===== config.mk =====
export PLATFORM = sky130hd
export DESIGN_NAME = mem_port_arbiter
export DESIGN_NICKNAME = d
export VERILOG_FILES = /design/src/rtl/mem_port_arbiter.sv
export SDC_FILE = /design/constraint.sdc
export NUM_CORES = 1
export LEC_CHECK = 0
export ABC_AREA = 1
export BUFFER_PORTS_ARGS = -buffer_cell sky130_fd_sc_hd__buf_4
export CAP_MARGIN = 5
export CORE_MARGIN = 4
export CORE_UTILIZATION = 35
export CTS_CLUSTER_SIZE = 8
export DETAILED_ROUTE_END_ITERATION = 10
export GPL_ROUTABILITY_DRIVEN = 0
export PLACE_DENSITY = 0.72
export SLEW_MARGIN = 20
export SYNTH_ARGS = -nofsm -noshare
export SYNTH_HDL_FRONTEND = slang
export SYNTH_SLANG_ARGS = --single-unit

===== constraint.sdc =====
create_clock -name clk -period 1.75 [get_ports clk]
set_input_delay 0 -clock clk [delete_from_list [all_inputs] [get_ports clk]]
set_output_delay 0 -clock clk [all_outputs]
set_load 0.05 [all_outputs]

===== src/rtl/mem_port_arbiter.sv =====
// ---------------------------------------------------------------------------
// mem_port_arbiter
//
// Purpose:
//   Shares the single-port unified instruction/data memory between the
//   instruction-fetch unit and the load/store unit. One access is run at a
//   time. A request is granted in IDLE, the memory is strobed for exactly
//   one cycle in ACCESS, and read data comes back on the following cycle
//   together with a one-cycle valid pulse to the winning port.
//
// Ports:
//   clk, rst                 system clock (rising edge), async active-high reset
//   f_req, f_addr            fetch request (level-held) and address
//   f_gnt                    fetch accepted this cycle (combinational)
//   f_valid, f_rdata         fetch completion pulse and full memory word
//   d_req, d_we, d_addr,
//   d_wdata                  load/store request (level-held), 1 = store
//   d_gnt                    data request accepted this cycle (combinational)
//   d_valid, d_rdata         data completion pulse and low DATA_SIZE bits
//   mem_addr, mem_write_en,
//   mem_execute, mem_in_data memory control, driven only by this block
//   mem_out_data             combinational read data from the memory
//
// Configuration:
//   DATA_PRIORITY_EN  when defined, the data port always wins a tie and the
//                     round-robin pointer is not built. When undefined
//                     (default), ties alternate between the two ports.
// ---------------------------------------------------------------------------
module mem_port_arbiter #(
  parameter int INSTR_SIZE = 16,
  parameter int DATA_SIZE  = 8,
  parameter int ADDR_SIZE  = 8
) (
  input  logic                  clk,
  input  logic                  rst,

  input  logic                  f_req,
  input  logic [ADDR_SIZE-1:0]  f_addr,
  output logic                  f_gnt,
  output logic                  f_valid,
  output logic [INSTR_SIZE-1:0] f_rdata,

  input  logic                  d_req,
  input  logic                  d_we,
  input  logic [ADDR_SIZE-1:0]  d_addr,
  input  logic [DATA_SIZE-1:0]  d_wdata,
  output logic                  d_gnt,
  output logic                  d_valid,
  output logic [DATA_SIZE-1:0]  d_rdata,

  output logic [ADDR_SIZE-1:0]  mem_addr,
  output logic                  mem_write_en,
  output logic                  mem_execute,
  output logic [DATA_SIZE-1:0]  mem_in_data,
  input  logic [INSTR_SIZE-1:0] mem_out_data
);

  typedef enum logic [0:0] {
    IDLE   = 1'b0,
    ACCESS = 1'b1
  } state_t;

  state_t r_state;
  state_t w_nextState;

  logic w_pickData;
  logic w_grantAny;

  logic [ADDR_SIZE-1:0]  r_addr;
  logic                  r_we;
  logic [DATA_SIZE-1:0]  r_wdata;
  logic                  r_portData;

  logic                  r_fValid;
  logic                  r_dValid;
  logic [INSTR_SIZE-1:0] r_fRdata;
  logic [DATA_SIZE-1:0]  r_dRdata;

`ifdef DATA_PRIORITY_EN
  // Fixed priority: any data request beats a fetch request.
  assign w_pickData = d_req;
`else
  logic r_favorData;

  // Round-robin: a lone requester always wins; on a tie the pointer decides.
  assign w_pickData = d_req & (~f_req | r_favorData);

  // The pointer moves only when something is granted, and then points at
  // the port that was not just served. Out of reset the data port is
  // favoured.
  always_ff @(posedge clk or posedge rst) begin
    if (rst) begin
      r_favorData <= 1'b1;
    end else if (w_grantAny) begin
      r_favorData <= ~w_pickData;
    end
  end
`endif

  // State register.
  always_ff @(posedge clk or posedge rst) begin
    if (rst) begin
      r_state <= IDLE;
    end else begin
      r_state <= w_nextState;
    end
  end

  // Next-state logic plus the combinational grants and memory strobes.
  // Grants are masked while rst is high so every output reads 0 during
  // reset even if a requester is still holding its request.
  always_comb begin
    w_nextState  = r_state;
    w_grantAny   = 1'b0;
    f_gnt        = 1'b0;
    d_gnt        = 1'b0;
    mem_execute  = 1'b0;
    mem_write_en = 1'b0;
    case (r_state)
      IDLE: begin
        if (!rst && (f_req || d_req)) begin
          w_grantAny  = 1'b1;
          d_gnt       = w_pickData;
          f_gnt       = ~w_pickData;
          w_nextState = ACCESS;
        end
      end
      ACCESS: begin
        mem_execute  = 1'b1;
        mem_write_en = r_we;
        w_nextState  = IDLE;
      end
      default: begin
        w_nextState = IDLE;
      end
    endcase
  end

  // Request latch and completion capture. On a grant the winner's access is
  // latched; the memory address and write data keep showing these values
  // until the next grant. At the end of ACCESS the memory output is captured
  // on the same edge as any write, so a store returns the pre-write word.
  always_ff @(posedge clk or posedge rst) begin
    if (rst) begin
      r_addr     <= '0;
      r_we       <= 1'b0;
      r_wdata    <= '0;
      r_portData <= 1'b0;
      r_fValid   <= 1'b0;
      r_dValid   <= 1'b0;
      r_fRdata   <= '0;
      r_dRdata   <= '0;
    end else begin
      r_fValid <= 1'b0;
      r_dValid <= 1'b0;
      if (w_grantAny) begin
        r_portData <= w_pickData;
        if (w_pickData) begin
          r_addr  <= d_addr;
          r_we    <= d_we;
          r_wdata <= d_wdata;
        end else begin
          r_addr  <= f_addr;
          r_we    <= 1'b0;
          r_wdata <= '0;
        end
      end
      if (r_state == ACCESS) begin
        if (r_portData) begin
          r_dRdata <= mem_out_data[DATA_SIZE-1:0];
          r_dValid <= 1'b1;
        end else begin
          r_fRdata <= mem_out_data;
          r_fValid <= 1'b1;
        end
      end
    end
  end

  assign mem_addr    = r_addr;
  assign mem_in_data = r_wdata;
  assign f_valid     = r_fValid;
  assign d_valid     = r_dValid;
  assign f_rdata     = r_fRdata;
  assign d_rdata     = r_dRdata;

endmodule


==> impl_metrics.py <==
metrics = {
    "synth": {
        "seq_area_frac_synth": 0.590,
        "synth_nets": 266,
        "syn_area_per_cell_um2": 8.84,
        "synthTopCellsByArea": "dfrtp_1 (58%), nand2_1 (18%), inv_1 (5.8%)",
        "synth_warnings": 0,
        "synth_seq_cells": 46,
        "ys_types": 20,
        "syn_area_um2": 1950,
        "syn_inst": 221,
        "yosys.area.top_type_share": 0.576,
        "synth_top_area_cell": "dfrtp_1",
    },
    "route": {
        "routed_wl_um": 4960,
        "drc": 0,
        "drtIter0Drc": 73,
        "wl_met1_um": 2040,
        "route.detailed.wl_per_inst_um": 11.9,
        "detail-route-antenna-nets": 0,
        "top_layer": "met4",
        "drtPass1Iterations": 4,
        "wl_met3_um": 389,
        "vias": 1801,
        "via_per_inst": 4.33,
        "wl_met2_um": 2470,
    },
    "min_path": {
        "hp-class": "in -> reg",
        "holdPathEnd": "mem_addr[0]",
        "hp-start": "f_addr[0]",
        "hold_depth": 5,
    },
    "die": {
        "core_um2": 5270,
        "initial_core_util": 0.371,
        "dieArea_um2": 6840,
        "die_height_um": 82.7,
        "chipWidth_um": 82.7,
        "fp-row-count": 26,
        "ios": 91,
    },
    "clocking": {
        "clock_path_buffers": 2,
        "clk_pin_slew_ns": 0.08,
        "cts_max_level": 2,
        "insertion_delay_ns": 0.29,
        "cts_resized": 0,
        "cts_tree": "yes",
        "numCtsBuffers": 5,
        "cts_root_buf": "clkbuf_8",
        "cts_sinks": 46,
    },
    "setup_path": {
        "crit_fanout": 12,
        "critical_path.max_stage_delay_ns": 0.53,
        "critPathSlowestCell": "dfstp_2",
        "crit_buf_inv": 2,
        "worstPathRequired_ns": 1.75,
        "r2r_start": "r_favorData",
        "cp-start-kind": "flop",
        "crit_arrival_ns": 1.59,
        "ff2ff_path_depth": 6,
        "timing.rr.end": "mem_in_data[4]",
        "cp-end-kind": "output pin",
        "cp_cell_sequence": "inv_2 -> nand2_4 -> nand2_4 -> nor2_8 -> buf_4",
        "cpMostUsedCell": "nand2_4",
        "crit_type": "reg -> out",
        "reg2reg_setup_slack_ns": 0.48,
        "crit_family": "flip-flops",
    },
    "timing": {
        "setup_viol": 0,
        "tns_ns": 0,
        "fin_crit_sh": 0.910,
        "drv_slew": 0,
        "period_needed_ns": 1.59,
        "worst_pin_slew_ns": 0.556,
        "hold_violations": 0,
        "fin_skew_ns": 0.00987,
        "maxSlewHeadroom": 0.629,
        "grt_setup_unrepaired": "false",
        "fmaxAchievable_ghz": 0.628,
    },
    "placement": {
        "io_buffer_count": 90,
        "dp_hpwl_um": 3340,
    },
    "run": {
        "cap_violations": 0,
    },
    "global_routing": {
        "grt_pass1_vias": 1773,
        "track_usage": 0.155,
        "grt_first_pass_wirelength_um": 8050,
        "grt_overflow": 0,
        "antenna_found_initial": 0,
        "grt_max_degree": 47,
    },
    "layout": {
        "fillers": 475,
        "drive_gt1_frac": 0.321,
        "area_growth_pct": 57.7,
        "multi_input_area_um2": 612,
        "seq_area_um2": 1150,
        "final_cell_mix": "nand2_1 (94), buf_4 (93), dfrtp_1 (45)",
        "layout_commonest_cell": "nand2_1",
        "diodes": 0,
        "nets": 390,
    },
    "power_and_ir_drop": {
        "p_leak_uw": 0.00173,
        "ir_drop_uv": 753,
        "p_per_area_nw_per_um2": 1260,
        "total_power_uw": 3890,
    },
    "status": {
        "status": "finished, final reports clean",
    },
}
## worst max path at each step
| stage | endpoint | slack [ns] | start | cells after the start |
|---|---|---|---|---|
| finish | d_gnt | 0.16 | r_favorData | 5 |
| global route | d_gnt | 0.08 | r_favorData | 5 |
| floorplan | f_gnt | 0.11 | r_state | 6 |
| detailed placement | f_gnt | 0.39 | r_state | 6 |
| CTS | f_gnt | 0.06 | r_state | 6 |
| global placement | f_gnt | 0.44 | r_state | 6 |
## flip-flops by register name, indices dropped and copies added (netlist names)
register	cells
f_rdata	16
d_rdata	8
mem_addr	8
mem_in_data	8
d_valid	1
f_valid	1
r_favorData	1
r_portData	1
r_state	1
r_we	1
## cell usage after synthesis (all sizes together)
cell / instances
buf: 7
a21oi: 2
o21ai: 17
nor2: 3
nand2: 97
clkinv: 1
dfstp: 1
inv: 32
nand3: 16
dfrtp: 45
## routing by layer
layer	global-route usage	vias to the layer above
li1	-	917
met1	0.181	819
met2	0.272	58
met3	0.0456	7
met4	0.0490	0
met5	0	-
## stage by stage
stage | hold WS [ns] | worst slack [ns] | util | cell area (µm²) | instances
after floorplan | 0.0328 | 0.115 | - | 1960 | 221
after global placement | 0.194 | 0.442 | 0.507 | 2670 | 376
after detailed placement | 0.202 | 0.389 | 0.507 | 2670 | 376
after CTS | 0.000465 | 0.0613 | 0.583 | 3070 | 415
after global routing | 0.0395 | 0.0775 | 0.585 | 3080 | 416
final | 0.00874 | 0.157 | 0.585 | 3080 | 416
## cell families (layout without fill, tap and decap cells)
kind of cell    after synthesis  count (layout)  share of synthesized area
compound gates               19              19                     0.0563
buf+inv                      40             165                     0.0973
flops                        46              46                      0.590
simple gates                116             116                      0.257
## report_power, final
group / internal [µW] / switching, µW
clock: 319 / 326
combinational: 550 / 1230
sequential: 1310 / 148
## cell type report
| class | instances | area share |
|---|---|---|
| Sequential cell | 46 | 0.374 |
| Timing Repair Buffer | 124 | 0.327 |
| Multi-Input combinational cell | 135 | 0.199 |
| Inverter | 33 | 0.0422 |
| Tap cell | 70 | 0.0284 |
| Clock buffer | 7 | 0.0280 |
| Clock inverter | 1 | 0.00162 |
## worst reg2reg max path, cell delays in order, from the launching register on
cell and delay (ns):
dfstp_2 0.53, inv_2 0.05, nand2_4 0.13, nand2_4 0.13, nor2_8 0.22, nand2_1 0.09
nand2_1 0.06
## what timing repair did
action | in CTS | in global routing
buffers inserted | 0 | 1
hold buffers | 31 | 0
hold endpoints to repair | 81 | 0
endpoints found under the setup margin | 0 | 1
(Power assumes the default switching activity.)
